==> src/rtl/ram_arbiter_pkg.sv <==
// Shared definitions for the data-RAM arbiter, the RAM and the LSU.
package ram_arbiter_pkg;

  localparam int unsigned ADDR_W_DEFAULT = 14;
  localparam int unsigned DATA_W_DEFAULT = 32;

  localparam logic REQ_CPU = 1'b0;
  localparam logic REQ_LDR = 1'b1;

  typedef enum logic {
    StOpen,
    StLock1
  } arb_state_e;

endpackage

==> src/rtl/ram_arbiter_if.sv <==
// One requester port of the data-RAM arbiter; master = requester, slave = arbiter.
interface ram_arbiter_if #(
  parameter int unsigned ADDR_W = ram_arbiter_pkg::ADDR_W_DEFAULT,
  parameter int unsigned DATA_W = ram_arbiter_pkg::DATA_W_DEFAULT
) ();

  logic              req;
  logic              we;
  logic [ADDR_W-1:0] addr;
  logic [DATA_W-1:0] wdata;
  logic              lock;
  logic              gnt;
  logic              rvalid;
  logic [DATA_W-1:0] rdata;

  modport master (
    output req, we, addr, wdata, lock,
    input  gnt, rvalid, rdata
  );

  modport slave (
    input  req, we, addr, wdata, lock,
    output gnt, rvalid, rdata
  );

endinterface

==> src/rtl/rr_pick.sv <==
// Two-input round-robin chooser; m0 can be masked out or forced to win a tie.
module rr_pick
  import ram_arbiter_pkg::*;
(
  input  logic [1:0] req,
  input  logic       last_gnt,
  input  logic       force_m0,
  input  logic       mask_m0,
  output logic [1:0] gnt
);

  always_comb begin
    gnt = 2'b00;
    if (mask_m0) begin
      gnt = {req[1], 1'b0};
    end else if (req == 2'b11) begin
      gnt = (force_m0 || (last_gnt == REQ_LDR)) ? 2'b01 : 2'b10;
    end else begin
      gnt = req;
    end
  end

endmodule

==> src/rtl/ram_arbiter.sv <==
// Arbitrates CPU (m0) and loader (m1) onto the single-port data RAM, with
// a bounded m1 lock so the CPU cannot be starved.
module ram_arbiter
  import ram_arbiter_pkg::*;
#(
  parameter int unsigned ADDR_W   = ADDR_W_DEFAULT,
  parameter int unsigned DATA_W   = DATA_W_DEFAULT,
  parameter int unsigned LOCK_MAX = 16
) (
  input  logic              clk,
  input  logic              rst,
  ram_arbiter_if.slave      m0,
  ram_arbiter_if.slave      m1,
  output logic              ram_we,
  output logic [ADDR_W-1:0] ram_addr,
  output logic [DATA_W-1:0] ram_wdata,
  input  logic [DATA_W-1:0] ram_rdata,
  output logic              cpu_stall
);

  localparam int unsigned CntW = $clog2(LOCK_MAX + 1);

  arb_state_e      state_q;
  logic [CntW-1:0] lock_cnt_q;
  logic            last_gnt_q;
  logic            force_m0_q;
  logic            rd_pend_q;
  logic            rd_owner_q;

  logic [1:0] req;
  logic [1:0] gnt;
  logic       locked;
  logic       timeout;
  logic       mask_m0;
  logic       lock_ok;

  // Grants are combinational, so they are gated while reset is held.
  assign req     = {m1.req, m0.req} & {2{rst}};
  assign locked  = (state_q == StLock1) && m1.lock;
  assign timeout = locked && (lock_cnt_q >= CntW'(LOCK_MAX));
  assign mask_m0 = locked && !timeout;
  // After a forced release the lock is honoured again once m0 has no demand.
  assign lock_ok = !force_m0_q || !m0.req;

  rr_pick u_rr_pick (
    .req      (req),
    .last_gnt (last_gnt_q),
    .force_m0 (force_m0_q | timeout),
    .mask_m0  (mask_m0),
    .gnt      (gnt)
  );

  always_comb begin
    ram_we    = 1'b0;
    ram_addr  = '0;
    ram_wdata = '0;
    if (gnt[0]) begin
      ram_we    = m0.we;
      ram_addr  = m0.addr;
      ram_wdata = m0.wdata;
    end else if (gnt[1]) begin
      ram_we    = m1.we;
      ram_addr  = m1.addr;
      ram_wdata = m1.wdata;
    end
  end

  assign m0.gnt    = gnt[0];
  assign m1.gnt    = gnt[1];
  assign cpu_stall = req[0] & ~gnt[0];

  assign m0.rvalid = rd_pend_q && (rd_owner_q == REQ_CPU);
  assign m1.rvalid = rd_pend_q && (rd_owner_q == REQ_LDR);
  assign m0.rdata  = m0.rvalid ? ram_rdata : '0;
  assign m1.rdata  = m1.rvalid ? ram_rdata : '0;

  logic unused_m0_lock;
  assign unused_m0_lock = m0.lock;

  always_ff @(posedge clk or negedge rst) begin
    if (!rst) begin
      state_q    <= StOpen;
      lock_cnt_q <= '0;
      last_gnt_q <= REQ_LDR;
      force_m0_q <= 1'b0;
      rd_pend_q  <= 1'b0;
      rd_owner_q <= REQ_CPU;
    end else begin
      rd_pend_q <= (|gnt) && !ram_we;
      if (|gnt) begin
        last_gnt_q <= gnt[1];
        rd_owner_q <= gnt[1];
      end

      if (gnt[0]) begin
        force_m0_q <= 1'b0;
      end else if (timeout) begin
        force_m0_q <= 1'b1;
      end else if ((state_q == StOpen) && !m0.req) begin
        force_m0_q <= 1'b0;
      end

      unique case (state_q)
        StOpen: begin
          if (gnt[1] && m1.lock && lock_ok) begin
            state_q    <= StLock1;
            lock_cnt_q <= CntW'(1);
          end
        end
        StLock1: begin
          if (mask_m0) begin
            if (lock_cnt_q < CntW'(LOCK_MAX)) lock_cnt_q <= lock_cnt_q + 1'b1;
          end else begin
            state_q    <= StOpen;
            lock_cnt_q <= '0;
          end
        end
        default: begin
          state_q    <= StOpen;
          lock_cnt_q <= '0;
        end
      endcase
    end
  end

endmodule

==> src/flat_wrapper.sv <==
// flat-port wrapper written by rule: the top's interface ports become plain ports
module ram_arbiter_flat import ram_arbiter_pkg::*;
#(
  parameter int unsigned ADDR_W   = ADDR_W_DEFAULT,
  parameter int unsigned DATA_W   = DATA_W_DEFAULT,
  parameter int unsigned LOCK_MAX = 16
)
  (clk, rst, ram_we, ram_addr, ram_wdata, ram_rdata, cpu_stall, m0_req, m0_we, m0_addr, m0_wdata, m0_lock, m0_gnt, m0_rvalid, m0_rdata, m1_req, m1_we, m1_addr, m1_wdata, m1_lock, m1_gnt, m1_rvalid, m1_rdata);
  ram_arbiter_if #(.ADDR_W(ADDR_W), .DATA_W(DATA_W)) m0_i ();
  ram_arbiter_if #(.ADDR_W(ADDR_W), .DATA_W(DATA_W)) m1_i ();
  input  logic clk;
  input  logic rst;
  output logic ram_we;
  output logic [ADDR_W-1:0] ram_addr;
  output logic [DATA_W-1:0] ram_wdata;
  input  logic [DATA_W-1:0] ram_rdata;
  output logic cpu_stall;
  input wire logic [$bits(m0_i.req)-1:0] m0_req;
  input wire logic [$bits(m0_i.we)-1:0] m0_we;
  input wire logic [$bits(m0_i.addr)-1:0] m0_addr;
  input wire logic [$bits(m0_i.wdata)-1:0] m0_wdata;
  input wire logic [$bits(m0_i.lock)-1:0] m0_lock;
  output wire logic [$bits(m0_i.gnt)-1:0] m0_gnt;
  output wire logic [$bits(m0_i.rvalid)-1:0] m0_rvalid;
  output wire logic [$bits(m0_i.rdata)-1:0] m0_rdata;
  input wire logic [$bits(m1_i.req)-1:0] m1_req;
  input wire logic [$bits(m1_i.we)-1:0] m1_we;
  input wire logic [$bits(m1_i.addr)-1:0] m1_addr;
  input wire logic [$bits(m1_i.wdata)-1:0] m1_wdata;
  input wire logic [$bits(m1_i.lock)-1:0] m1_lock;
  output wire logic [$bits(m1_i.gnt)-1:0] m1_gnt;
  output wire logic [$bits(m1_i.rvalid)-1:0] m1_rvalid;
  output wire logic [$bits(m1_i.rdata)-1:0] m1_rdata;
  assign m0_i.req = m0_req;
  assign m0_i.we = m0_we;
  assign m0_i.addr = m0_addr;
  assign m0_i.wdata = m0_wdata;
  assign m0_i.lock = m0_lock;
  assign m0_gnt = m0_i.gnt;
  assign m0_rvalid = m0_i.rvalid;
  assign m0_rdata = m0_i.rdata;
  assign m1_i.req = m1_req;
  assign m1_i.we = m1_we;
  assign m1_i.addr = m1_addr;
  assign m1_i.wdata = m1_wdata;
  assign m1_i.lock = m1_lock;
  assign m1_gnt = m1_i.gnt;
  assign m1_rvalid = m1_i.rvalid;
  assign m1_rdata = m1_i.rdata;
  ram_arbiter #(.ADDR_W(ADDR_W), .DATA_W(DATA_W), .LOCK_MAX(LOCK_MAX)) u_core (.clk(clk), .rst(rst), .m0(m0_i), .m1(m1_i), .ram_we(ram_we), .ram_addr(ram_addr), .ram_wdata(ram_wdata), .ram_rdata(ram_rdata), .cpu_stall(cpu_stall));
endmodule
==> config.mk <==
export PLATFORM = sky130hd
export DESIGN_NAME = ram_arbiter_flat
export DESIGN_NICKNAME = d
export VERILOG_FILES = /design/src/rtl/ram_arbiter_pkg.sv /design/src/rtl/ram_arbiter_if.sv /design/src/rtl/rr_pick.sv /design/src/rtl/ram_arbiter.sv /design/src/flat_wrapper.sv
export SDC_FILE = /design/constraint.sdc
export NUM_CORES = 1
export LEC_CHECK = 0
export ABC_CLOCK_PERIOD_IN_PS = 1600
export CORE_ASPECT_RATIO = 0.7
export CORE_MARGIN = 5
export CORE_UTILIZATION = 20
export DETAILED_ROUTE_END_ITERATION = 16
export GPL_ROUTABILITY_DRIVEN = 0
export PLACE_DENSITY_LB_ADDON = 0.15
export SKIP_CTS_REPAIR_TIMING = 1
export SYNTH_ARGS = -nofsm -noshare
export SYNTH_HDL_FRONTEND = slang
export SYNTH_SLANG_ARGS = --single-unit
export TNS_END_PERCENT = 30
==> constraint.sdc <==
create_clock -name clk -period 1.6 [get_ports clk]
set_input_delay 0.16 -clock clk [delete_from_list [all_inputs] [get_ports clk]]
set_output_delay 0.16 -clock clk [all_outputs]
set_load 0.01 [all_outputs]
==> key figures <==
Logic synthesis
  • Ranking of synthesized cells by area: a22o_1 (28%), dfrtp_1 (15%), and2_1 (14%)
  • Dominant cell type by area after synthesis: a22o_1
  • Synth Area per Inst: ~8.2 sq um
  • Synthesized cell area: about 0.0015 sq mm
  • Library cells used by synthesis: 33
  • Largest family of logic cells by synthesized area: compound AO/OA/AOI/OAI gates
  • Yosys reg bits: 10
  • XOR/XNOR Fraction of Synth Area: 0.0117
  • Yosys warns: 0
  • Syn Nets: between 300 and 400
  • Adder-Cell Fraction of Synth Area: 0.00838
  • Compound-gate portion of the synthesized area: 0.377
  • Post-synthesis mux area share: 0
  • Post-Synthesis Cells: 182
  • Sequential share of the synthesized area: 0.168
  • Simple-gate portion of the synthesized area: 0.332
  • Post-synth top area share: 0.276

CTS
  • CTS tree: done
  • Clk sinks: 10
  • Clock Tree Buf Depth: 2
  • H-Tree Depth: 1
  • CTS buffer count: 3
  • Clk_lat worst skew: 0.24 ns
  • Root Driver: clkbuf_8
  • Clk slew on worst S/H paths: ~0.050 ns

Global routing
  • Initial antenna violation count: 0
  • Maximum number of pins on one net before global-route repair: 51
  • Number of global-route vias before repair: approximately 2400
  • First-pass GRT wire length: 12.6 mm
  • GRT Resource Usage Total: 0.168
  • GRT Residual Overflow: 0

STA
  • Slew headroom: 0.814
  • Final hold viol count: 0
  • Worst-Margin Slew: between 0.2 and 0.3 ns
  • Fin crit share: 1.21
  • Endpoints failing setup: between 40 and 50
  • Slew Limit Fails: 0
  • RSZ-0062 raised after global routing: true
  • Achievable frequency: approximately 0.52 GHz
  • Fin crit period: around 1.9 ns
  • WHS: ~0.33 ns
  • Clk_skew: roughly 0.0039 ns
  • Final TNS setup: -14.68 ns
  • Setup WS post-layout: -0.329 ns

Route
  • Number of remaining DRC errors: 0
  • DR vias: ~2500
  • DRT Pass-1 Iters: 5
  • Detailed Route Iter0 Violations: 73
  • Wirelength per Cell: around 18 um
  • Post-route ant nets: 0
  • DRT Wirelength: a little under 10 mm
  • Vias/cell: 4.57

Placement
  • Placed instance area: 0.00413 sq mm
  • Post-DP HPWL: around 7.7 mm
  • PortBufs: 246

Worst setup path
  • Crit end category: output pin
  • Critical path arrival: 1.77 ns
  • CP cell instances: nor2_4 -> a311oi_4 -> buf_6 -> buf_12 -> a22o_1 -> buf_6
  • CP max stage cell: dfstp_2
  • R2r worst-path depth: 6
  • Cell count along the critical path: 6
  • CP Data Required Time: between 1 and 1.5 ns
  • Crit path max fanout: 7
  • Critical path class: register to output pin
  • Cell family with most CP delay: flip-flops
  • CP max stage delay: around 0.57 ns
  • Crit start category: register
  • CP most frequent cell: buf_6
  • Buffers and inverters on the worst path: 3

Pwr
  • Internal power: about 1.2 mW
  • Clock power share: 0.178
  • Pwr Total: between 1.5 and 2 mW
  • Reg power frac: 0.175
  • Pwr dens: between 400 and 500 mW/mm^2
  • Comb power frac: 0.646
  • Psw: between 600 and 700 uW
  • Switching share of power: 0.331
  • LEAKAGE: between 3 and 4 nW
  • Max VDD drop: about 0.00025 V

Cells and area
  • Antenna cells: 0
  • Final #Nets: between 500 and 600
  • Filler Cell Count: 643
  • Cell area after layout: around 0.0043 sq mm
  • Area growth from synthesis to layout: 189%
  • Fraction of layout cells with a size suffix above 1: 0.212

Run status
  • Failing checks: setup timing
  • Status: finished, violations left

Floorplan
  • Chip height: roughly 80 um
  • # IOs: 248
  • Die ar.: a little over 0.009 sq mm
  • Row Count: 26
  • Core ar.: 0.00729 sq mm
  • Initial Util: 0.205
  • Die X: 113 um

Flow run
  • # Max-Cap Violations: 0

Hold path
  • Min-delay worst type: primary input to register
  • Hold Path Depth: 3
==> cell families (layout without fill, tap and decap cells) <==
logic type,after synthesis,after routing
xor+xnor,2,2
simple gates,80,80
compound gates,64,64
fa+ha+maj,1,1
buf+inv,25,282
flops,10,10
==> routing by layer <==
metal / vias up / track usage / part of all wire
met5: - / 0 / 0
met3: 8 / 0.0590 / 0.088
met1: 1106 / 0.185 / 0.39
met4: 0 / 0.0276 / 0.0096
li1: 1212 / - / -
met2: 129 / 0.322 / 0.52
==> final cells by class <==
type / count / area, sq um / area share
clock buffers: 4 / 55.1 / 0.0127
inverters: 3 / 11.3 / 0.00261
repair buffers: 275 / 2780 / 0.643
multi-input cells: 147 / 1100 / 0.255
flip-flops and latches: 10 / 251 / 0.0582
well taps: 98 / 123 / 0.0284
==> registers in the layout, indices dropped and copies added, names as in the netlist <==
signal and cells:
u_core.rd_owner_q 1, u_core.state_q 1, u_core.force_m0_q 1, u_core.last_gnt_q 1
u_core.lock_cnt_q 5, u_core.rd_pend_q 1
==> stage by stage <==
step	worst slack [ns]	utilization	std cells
after CTS	-0.828	0.574	530
after global placement	-0.740	0.566	526
after detailed placement	-0.747	0.566	526
after floorplan	-0.0572	-	182
final	-0.329	0.593	537
after global routing	-0.393	0.593	537
==> worst register-to-register path, cell delays in order, from the launching register on <==
cell,delay [ns]
dfrtp_1,0.41
and3b_1,0.30
a311oi_4,0.06
buf_6,0.16
buf_12,0.14
buf_4,0.13
a22o_1,0.22
==> power groups by stage <==
stage / Combinational, mW / Clock, mW / Sequential, mW
6_report: 1.18 / 0.326 / 0.321
5_1_grt: 1.27 / 0.344 / 0.327
4_1_cts: 1.21 / 0.340 / 0.313
3_5_place_dp: 1.21 / 0 / 0.317
3_3_place_gp: 1.20 / 0 / 0.317
2_1_floorplan: 0.432 / 0 / 0.315
==> cell usage in the layout (no fill, tap or decap), types with 4 or more instances in the layout <==
| cell | n |
|---|---|
| a22o_1 | 47 |
| a22o_2 | 4 |
| and2_1 | 33 |
| and3_1 | 32 |
| buf_12 | 4 |
| buf_2 | 39 |
| buf_4 | 15 |
| buf_6 | 14 |
| clkbuf_8 | 4 |
| clkdlybuf4s50_1 | 129 |
| dfrtp_1 | 9 |
| dlymetal6s2s_1 | 68 |
==> final timing paths <==
path	slack, ns	endpoint	startpoint
worst max-delay path	-0.33	ram_wdata[4]	u_core.last_gnt_q$_DFFE_PN1P_
worst min-delay path	0.33	u_core.force_m0_q$_DFFE_PN0P_	m1_lock
worst max register to register	0.07	u_core.rd_pend_q$_DFF_PN0_	u_core.lock_cnt_q[4]$_DFFE_PN0P_
worst min register to register	0.53	u_core.last_gnt_q$_DFFE_PN1P_	u_core.last_gnt_q$_DFFE_PN1P_
max in group asynchronous	1.02	u_core.last_gnt_q$_DFFE_PN1P_	rst
min in group asynchronous	0.35	u_core.state_q$_DFF_PN0_	rst
==> cells in the mapped netlist, drive strengths merged <==
master	count
xnor2	1
dfstp	1
a21oi	3
nand2b	2
dfrtp	9
and3b	1
a2bb2o	1
o22ai	1
nand2	2
ha	1
o21ai	2
a22o	51
o21bai	1
a41oi	2
nand4	1
nand3	3
o2111a	1
nor2b	1
a21boi	1
a311oi	1
nor2	1
and2	34
clkbuf	10
and3	32
inv	3
nor3	1
xor2	1
nand4b	1
buf	12
or2b	1
(Power assumes the default switching activity.)
